`config.mk`:
```
export PLATFORM = sky130hd
export DESIGN_NAME = des_decryption_iterative
export DESIGN_NICKNAME = d
export VERILOG_FILES = /design/src/rtl/des_decryption_iterative.sv
export SDC_FILE = /design/constraint.sdc
export NUM_CORES = 1
export LEC_CHECK = 0
export ABC_CLOCK_PERIOD_IN_PS = 4100
export BUFFER_PORTS_ARGS = -buffer_cell sky130_fd_sc_hd__buf_2
export CAP_MARGIN = 25
export CORE_AREA = 2 2 351 353
export CTS_CLUSTER_SIZE = 30
export DETAILED_ROUTE_END_ITERATION = 16
export DIE_AREA = 0 0 353 355
export PLACE_DENSITY = 0.43
export SYNTH_ARGS = -nofsm -noshare
export SYNTH_HDL_FRONTEND = slang
export SYNTH_SLANG_ARGS = --single-unit
```
`constraint.sdc`:
```
create_clock -name clk -period 4.1 [get_ports clk]
set_input_delay 0.82 -clock clk [delete_from_list [all_inputs] [get_ports clk]]
set_output_delay 0.82 -clock clk [all_outputs]
set_load 0.01 [all_outputs]
```
`src/rtl/des_decryption_iterative.sv`:
```
// Iterative DES core: K16..K1 Feistel rounds, 1/2/4 rounds per clock.
// DES_DECRYPTION_BIDIR_EN adds a latched decrypt input (0 = encrypt).
module des_decryption_iterative #(
  parameter int ROUNDS_PER_CYCLE = 1
) (
  input  logic         clk,
  input  logic         rst,
  input  logic         start,
`ifdef DES_DECRYPTION_BIDIR_EN
  input  logic         decrypt,
`endif
  input  logic [1:64]  ciphertext,
  input  logic [1:768] round_keys,
  output logic         busy,
  output logic         done,
  output logic [1:64]  result
);

  localparam int RPC = ROUNDS_PER_CYCLE;
  localparam logic [4:0] CNT_STEP = 5'(RPC);
  localparam logic [4:0] CNT_LAST = 5'(16 - RPC);

  if (RPC != 1 && RPC != 2 && RPC != 4) begin : g_bad_rpc
    $error("ROUNDS_PER_CYCLE must be 1, 2 or 4");
  end

  localparam logic [255:0] S1 =
    256'hE4D12FB83A6C5907_0F74E2D1A6CB9538_41E8D62BFC973A50_FC8249175B3EA06D;
  localparam logic [255:0] S2 =
    256'hF18E6B34972DC05A_3D47F28EC01A69B5_0E7BA4D158C6932F_D8A13F42B67C05E9;
  localparam logic [255:0] S3 =
    256'hA09E63F51DC7B428_D709346A285ECBF1_D6498F30B12C5AE7_1AD069874FE3B52C;
  localparam logic [255:0] S4 =
    256'h7DE3069A1285BC4F_D8B56F03472C1AE9_A690CB7DF13E5284_3F06A1D8945BC72E;
  localparam logic [255:0] S5 =
    256'h2C417AB6853FD0E9_EB2C47D150FA3986_421BAD78F9C5630E_B8C71E2D6F09A453;
  localparam logic [255:0] S6 =
    256'hC1AF92680D34E75B_AF427C9561DE0B38_9EF528C3704A1DB6_432C95FABE17608D;
  localparam logic [255:0] S7 =
    256'h4B2EF08D3C975A61_D0B7491AE35C2F86_14BDC37EAF680592_6BD814A7950FE23C;
  localparam logic [255:0] S8 =
    256'hD2846FB1A93E50C7_1FD8A374C56B0E92_7B419CE206ADF358_21E74A8DFC90356B;

  typedef enum logic [1:0] {
    IDLE,
    ROUND,
    FINISH
  } state_t;

  function automatic logic [1:64] ip(input logic [1:64] x);
    return {
      x[58], x[50], x[42], x[34], x[26], x[18], x[10], x[2],
      x[60], x[52], x[44], x[36], x[28], x[20], x[12], x[4],
      x[62], x[54], x[46], x[38], x[30], x[22], x[14], x[6],
      x[64], x[56], x[48], x[40], x[32], x[24], x[16], x[8],
      x[57], x[49], x[41], x[33], x[25], x[17], x[9],  x[1],
      x[59], x[51], x[43], x[35], x[27], x[19], x[11], x[3],
      x[61], x[53], x[45], x[37], x[29], x[21], x[13], x[5],
      x[63], x[55], x[47], x[39], x[31], x[23], x[15], x[7]
    };
  endfunction

  function automatic logic [1:64] fp(input logic [1:64] x);
    return {
      x[40], x[8], x[48], x[16], x[56], x[24], x[64], x[32],
      x[39], x[7], x[47], x[15], x[55], x[23], x[63], x[31],
      x[38], x[6], x[46], x[14], x[54], x[22], x[62], x[30],
      x[37], x[5], x[45], x[13], x[53], x[21], x[61], x[29],
      x[36], x[4], x[44], x[12], x[52], x[20], x[60], x[28],
      x[35], x[3], x[43], x[11], x[51], x[19], x[59], x[27],
      x[34], x[2], x[42], x[10], x[50], x[18], x[58], x[26],
      x[33], x[1], x[41], x[9],  x[49], x[17], x[57], x[25]
    };
  endfunction

  function automatic logic [1:48] e_exp(input logic [1:32] r);
    return {
      r[32], r[1],  r[2],  r[3],  r[4],  r[5],
      r[4],  r[5],  r[6],  r[7],  r[8],  r[9],
      r[8],  r[9],  r[10], r[11], r[12], r[13],
      r[12], r[13], r[14], r[15], r[16], r[17],
      r[16], r[17], r[18], r[19], r[20], r[21],
      r[20], r[21], r[22], r[23], r[24], r[25],
      r[24], r[25], r[26], r[27], r[28], r[29],
      r[28], r[29], r[30], r[31], r[32], r[1]
    };
  endfunction

  function automatic logic [1:32] p_perm(input logic [1:32] s);
    return {
      s[16], s[7],  s[20], s[21], s[29], s[12], s[28], s[17],
      s[1],  s[15], s[23], s[26], s[5],  s[18], s[31], s[10],
      s[2],  s[8],  s[24], s[14], s[32], s[27], s[3],  s[9],
      s[19], s[13], s[30], s[6],  s[22], s[11], s[4],  s[25]
    };
  endfunction

  // row = outer bits, column = inner four; nibble 0 sits at the top
  function automatic logic [3:0] sbox(
    input logic [255:0] t,
    input logic [5:0]   b
  );
    logic [255:0] sh;
    sh = t << {b[5], b[0], b[4:1], 2'b00};
    return sh[255:252];
  endfunction

  function automatic logic [1:32] feistel(
    input logic [1:32] r,
    input logic [1:48] k
  );
    logic [1:48] x;
    logic [1:32] s;
    x = e_exp(r) ^ k;
    s = {
      sbox(S1, x[1:6]),   sbox(S2, x[7:12]),
      sbox(S3, x[13:18]), sbox(S4, x[19:24]),
      sbox(S5, x[25:30]), sbox(S6, x[31:36]),
      sbox(S7, x[37:42]), sbox(S8, x[43:48])
    };
    return p_perm(s);
  endfunction

  state_t      state;
  state_t      state_nx;
  logic [4:0]  cnt;
  logic [1:32] l_q;
  logic [1:32] r_q;
  logic [1:32] l_nx;
  logic [1:32] r_nx;
  logic        mode_q;
  logic [1:48] keys [16];

  for (genvar n = 0; n < 16; n++) begin : g_key
    assign keys[n] = round_keys[n*48+1 +: 48];
  end

  for (genvar j = 0; j < RPC; j++) begin : g_step
    logic [1:32] l_i;
    logic [1:32] r_i;
    logic [1:32] l_o;
    logic [1:32] r_o;
    logic [3:0]  c;
    logic [3:0]  kidx;
    if (j == 0) begin : g_first
      assign l_i = l_q;
      assign r_i = r_q;
    end else begin : g_next
      assign l_i = g_step[j-1].l_o;
      assign r_i = g_step[j-1].r_o;
    end
    assign c    = cnt[3:0] + 4'(j);
    assign kidx = mode_q ? 4'd15 - c : c;
    assign l_o  = r_i;
    assign r_o  = l_i ^ feistel(r_i, keys[kidx]);
  end

  assign l_nx = g_step[RPC-1].l_o;
  assign r_nx = g_step[RPC-1].r_o;

  always_ff @(posedge clk) begin : state_reg
    if (rst) state <= IDLE;
    else     state <= state_nx;
  end

  always_comb begin : next_state
    state_nx = state;
    unique case (state)
      IDLE:    if (start) state_nx = ROUND;
      ROUND:   if (cnt == CNT_LAST) state_nx = FINISH;
      FINISH:  state_nx = IDLE;
      default: state_nx = IDLE;
    endcase
  end

  always_comb begin : outputs
    busy = (state == ROUND);
    done = (state == FINISH);
  end

  always_ff @(posedge clk) begin : datapath
    if (rst) begin
      cnt    <= '0;
      l_q    <= '0;
      r_q    <= '0;
      result <= '0;
    end else if (state == IDLE && start) begin
      {l_q, r_q} <= ip(ciphertext);
      cnt        <= '0;
    end else if (state == ROUND) begin
      l_q <= l_nx;
      r_q <= r_nx;
      cnt <= cnt + CNT_STEP;
      // result lands with the last round so it is valid alongside done
      if (cnt == CNT_LAST) result <= fp({r_nx, l_nx});
    end
  end

`ifdef DES_DECRYPTION_BIDIR_EN
  always_ff @(posedge clk) begin : mode_reg
    if (rst)                        mode_q <= 1'b1;
    else if (state == IDLE && start) mode_q <= decrypt;
  end
`else
  assign mode_q = 1'b1;
`endif

endmodule

```
==> summary.md <==
| Metric | Value |
|---|---|
| Outcome | `complete, no violations` |
| Antenna violations before repair | `about 240` |
| Pin count of the biggest net entering global routing | `71` |
| Startpoint of the worst hold path | `result[7]` |
| Final Hold Fails | `0` |
| CTS tree | `built` |
| Ranking of synthesized cells by area | `mux4_2 (22%), dfxtp_1 (15%), mux2i_1 (8.6%), nand2_1 (4.3%), a21oi_1 (3.8%)` |
| Finished Cell Area | `between 20000 and 30000 µm²` |
| Yosys cell types | `98` |
| Area Overhead vs Synth | `56.7%` |
| Vias in the first global route | `21745` |
| TritonCTS Sinks | `about 140` |
| Ys Warns | `0` |
| DRT iter0 DRCs | `1974` |
| Slew of the pin with the lowest slew margin | `about 0.97 ns` |
| GRT overflow | `0` |
| Via count | `22786` |
| RR Endpoint | `g_step[0].l_o[1]` |
| Initial Utilization | `14.7%` |
| Adder-cell area share of the yosys netlist | `between 3 and 4%` |
| H-tree levels | `4` |
| Root buffer cell | `clkbuf_16` |
| Worst path arrival time | `between 4 and 5 ns` |
| Core Area | `~120000 µm²` |
| Average size of a mapped cell | `around 9.3 µm²` |
| Final GP Congestion | `~1` |
| Highest-count cells in the layout ignoring fill and taps | `buf_2 (899), buf_4 (349), nand2_1 (203)` |
| R2R cell count | `15` |
| Total power per unit cell area | `approximately 370 nW/µm²` |
| Clock Latency Late Sink | `0.45 ns` |
| Biggest register | `result` |
| Primary FF master, synth | `dfxtp_1` |
| Sequential element share of the synthesized area | `15.1%` |
| Static Leak | `between 10 and 15 nW` |
| Die width | `353 µm` |
| Die height | `between 300 and 400 µm` |
| Worst Skew | `around 0.02 ns` |
| Synth Area in Simple Gates | `around 15%` |
| GRT Total Usage | `about a quarter` |
| Crit-path max FO | `10` |
| Die Area | `about 130000 µm²` |
| Fin crit share | `between 90 and 100%` |
| Final WS setup | `slightly above 0.09 ns` |
| Vias per inst | `4.74` |
| RSZ-0062 raised after global routing | `yes` |
| WL per Instance | `~34 µm` |
| Compound-Gate Fraction of Synth Area | `18.5%` |
| Startpoint Class | `flop` |
| Crit Path Class | `reg2reg` |
| Max FFs per register | `64` |
| TritonCTS Buffers | `17` |
| CTS max path bufs | `2` |
| XOR/XNOR Fraction of Synth Area | `6.02%` |
| Cell Area, Synth | `around 18000 µm²` |
| Pins Over Slew Limit | `0` |
| Critical R2R Launch | `cnt[1]` |
| DP Area | `26100 µm²` |
| Min-Delay Endpoint | `result[7]` |
| IO Pins | `around 900` |
| Seq cells post-synth | `about 140` |
| Final Net Count | `~3900` |
| Post-synth top area cell | `mux4_2` |
| TritonRoute pass-1 iters | `5` |
| Fillers | `13675` |
| Rows | `128` |
| Tot Pwr | `~10 mW` |
| Hold buffers post-CTS | `0` |
| Worst min-delay path class | `reg2reg` |
| Placed Cells incl. Taps | `~4600` |
| Gate Count Post-Synth | `approximately 1900` |
| Synthesized Nets | `roughly 2800` |
| # setup viols final | `0` |
| Clock-pin slew on the worst setup and hold paths | `~0.07 ns` |
| IO Port Bufs | `900` |
| Worst slew margin relative to its limit | `35.6%` |
| FF-to-FF setup slack | `between 0.09 and 0.1 ns` |
| Number of synthesized flops with an enable pin | `0` |
| Ys async rst share | `0%` |
| Synth top area share | `22.2%` |
| Final wirelength | `between 150000 and 200000 µm` |
| Most common cell after layout, fill and taps aside | `buf_2` |
| HPWL after DPL | `about 150000 µm` |
| Max Fclk | `250 MHz` |
| Max cap viols | `0` |
| Worst path required time | `between 4 and 5 ns` |
| Share of cells above drive strength 1 | `53.9%` |
| Nature of the critical path endpoint | `flop` |
| Setup TNS | `0 ns` |
| Fin crit period | `roughly 4 ns` |
| Drt drc | `0` |
| Largest family of logic cells by synthesized area | `multiplexers` |
| Mux share of post-synthesis cell area | `approximately a third` |
| Final ANT Viol Nets | `0` |
| Finished Layout Cells | `between 4000 and 5000` |
| Worst hold stages | `2` |
| Post-Place Worst Slack | `-0.313 ns` |
| Max VDD drop | `approximately 0.28 mV` |
| Global-route wire length before repair | `approximately 210000 µm` |
[final cells by class]
class	count	area, µm²	share of cell area [%]
antenna	129	323	1.15
multi-input combinational	1550	14300	51.0
timing repair buffer	1289	7880	28.2
clock inverter	11	113	0.402
inverter	43	161	0.576
tap	1625	2030	7.26
clock buffer	21	480	1.72
sequential	135	2720	9.71
[power by group]
group          internal [mW]  switching (mW)
Clock                  0.910           0.707
Sequential              1.41           0.293
Combinational           3.29            3.78
Total                   5.61            4.78
[synthesized netlist by cell type, types with 17 or more instances]
library cell and count:
dfxtp_1 135, o211ai_1 29, a21oi_1 135, nor2_1 90
clkbuf_1 71, buf_4 22, mux4_1 17, buf_6 26
xor2_1 38, inv_1 30, nand2_1 204, o22ai_1 28
o21ai_0 53, a22oi_1 72, nand4_1 19, nor3_1 49
a31oi_1 20, ha_1 49, a211oi_1 19, mux4_2 176
xnor2_1 47, mux2i_1 153, nand3_1 52, buf_2 41
[worst max-delay path: stages, from the launching register on]
cell	delay [ns]
dfxtp_4	0.38
buf_12	0.14
buf_12	0.15
buf_12	0.16
mux4_2	0.61
mux4_2	0.67
xnor2_4	0.30
buf_12	0.16
buf_4	0.11
nor3_1	0.05
a311oi_1	0.24
mux2_2	0.24
mux2i_1	0.20
and3_1	0.20
a21oi_1	0.07
buf_4	0.16
[kinds of logic (layout without fill, tap and decap cells)]
| group | after synthesis | in the layout |
|---|---|---|
| mux | 364 | 364 |
| fa+ha+maj | 49 | 49 |
| compound gates | 487 | 487 |
| buf+inv | 228 | 1364 |
| other cells | 0 | 129 |
| simple gates | 546 | 546 |
| xor+xnor | 104 | 104 |
| flops | 135 | 135 |
[stage by stage]
step	hold WS (ns)	util [%]
floorplan	0.436	-
global placement	0.442	21.5
detailed placement	0.445	21.5
CTS	0.455	22.2
global route	0.473	22.9
finish	0.453	23.1
[what timing repair did]
item	CTS	global route
resized for setup	18	90
pin swaps	0	15
buffers inserted	3	35
setup endpoints to repair	23	51
cloned	1	4
[how the worst max path moves through the flow]
stage / startpoint / to / slack (ns) / cells after the start
after floorplan: round_keys[418] / g_step[0].l_o[4] / 0.10 / 11
after global placement: round_keys[22] / g_step[0].l_o[26] / -0.29 / 17
after detailed placement: round_keys[22] / g_step[0].l_o[26] / -0.31 / 17
after CTS: cnt[1] / g_step[0].l_o[26] / -0.002 / 16
after global routing: cnt[1] / result[64] / -0.03 / 18
final: cnt[1] / g_step[0].l_o[1] / 0.09 / 15
[per-layer routing]
metal	up-vias	track usage, %	share of wire (%)
met5	-	0	0.48
met2	1235	39.7	45
met4	122	12.7	5.1
li1	9876	-	-
met1	11187	30.2	39
met3	366	9.03	9.9
Power figures use the tool's default switching activity.
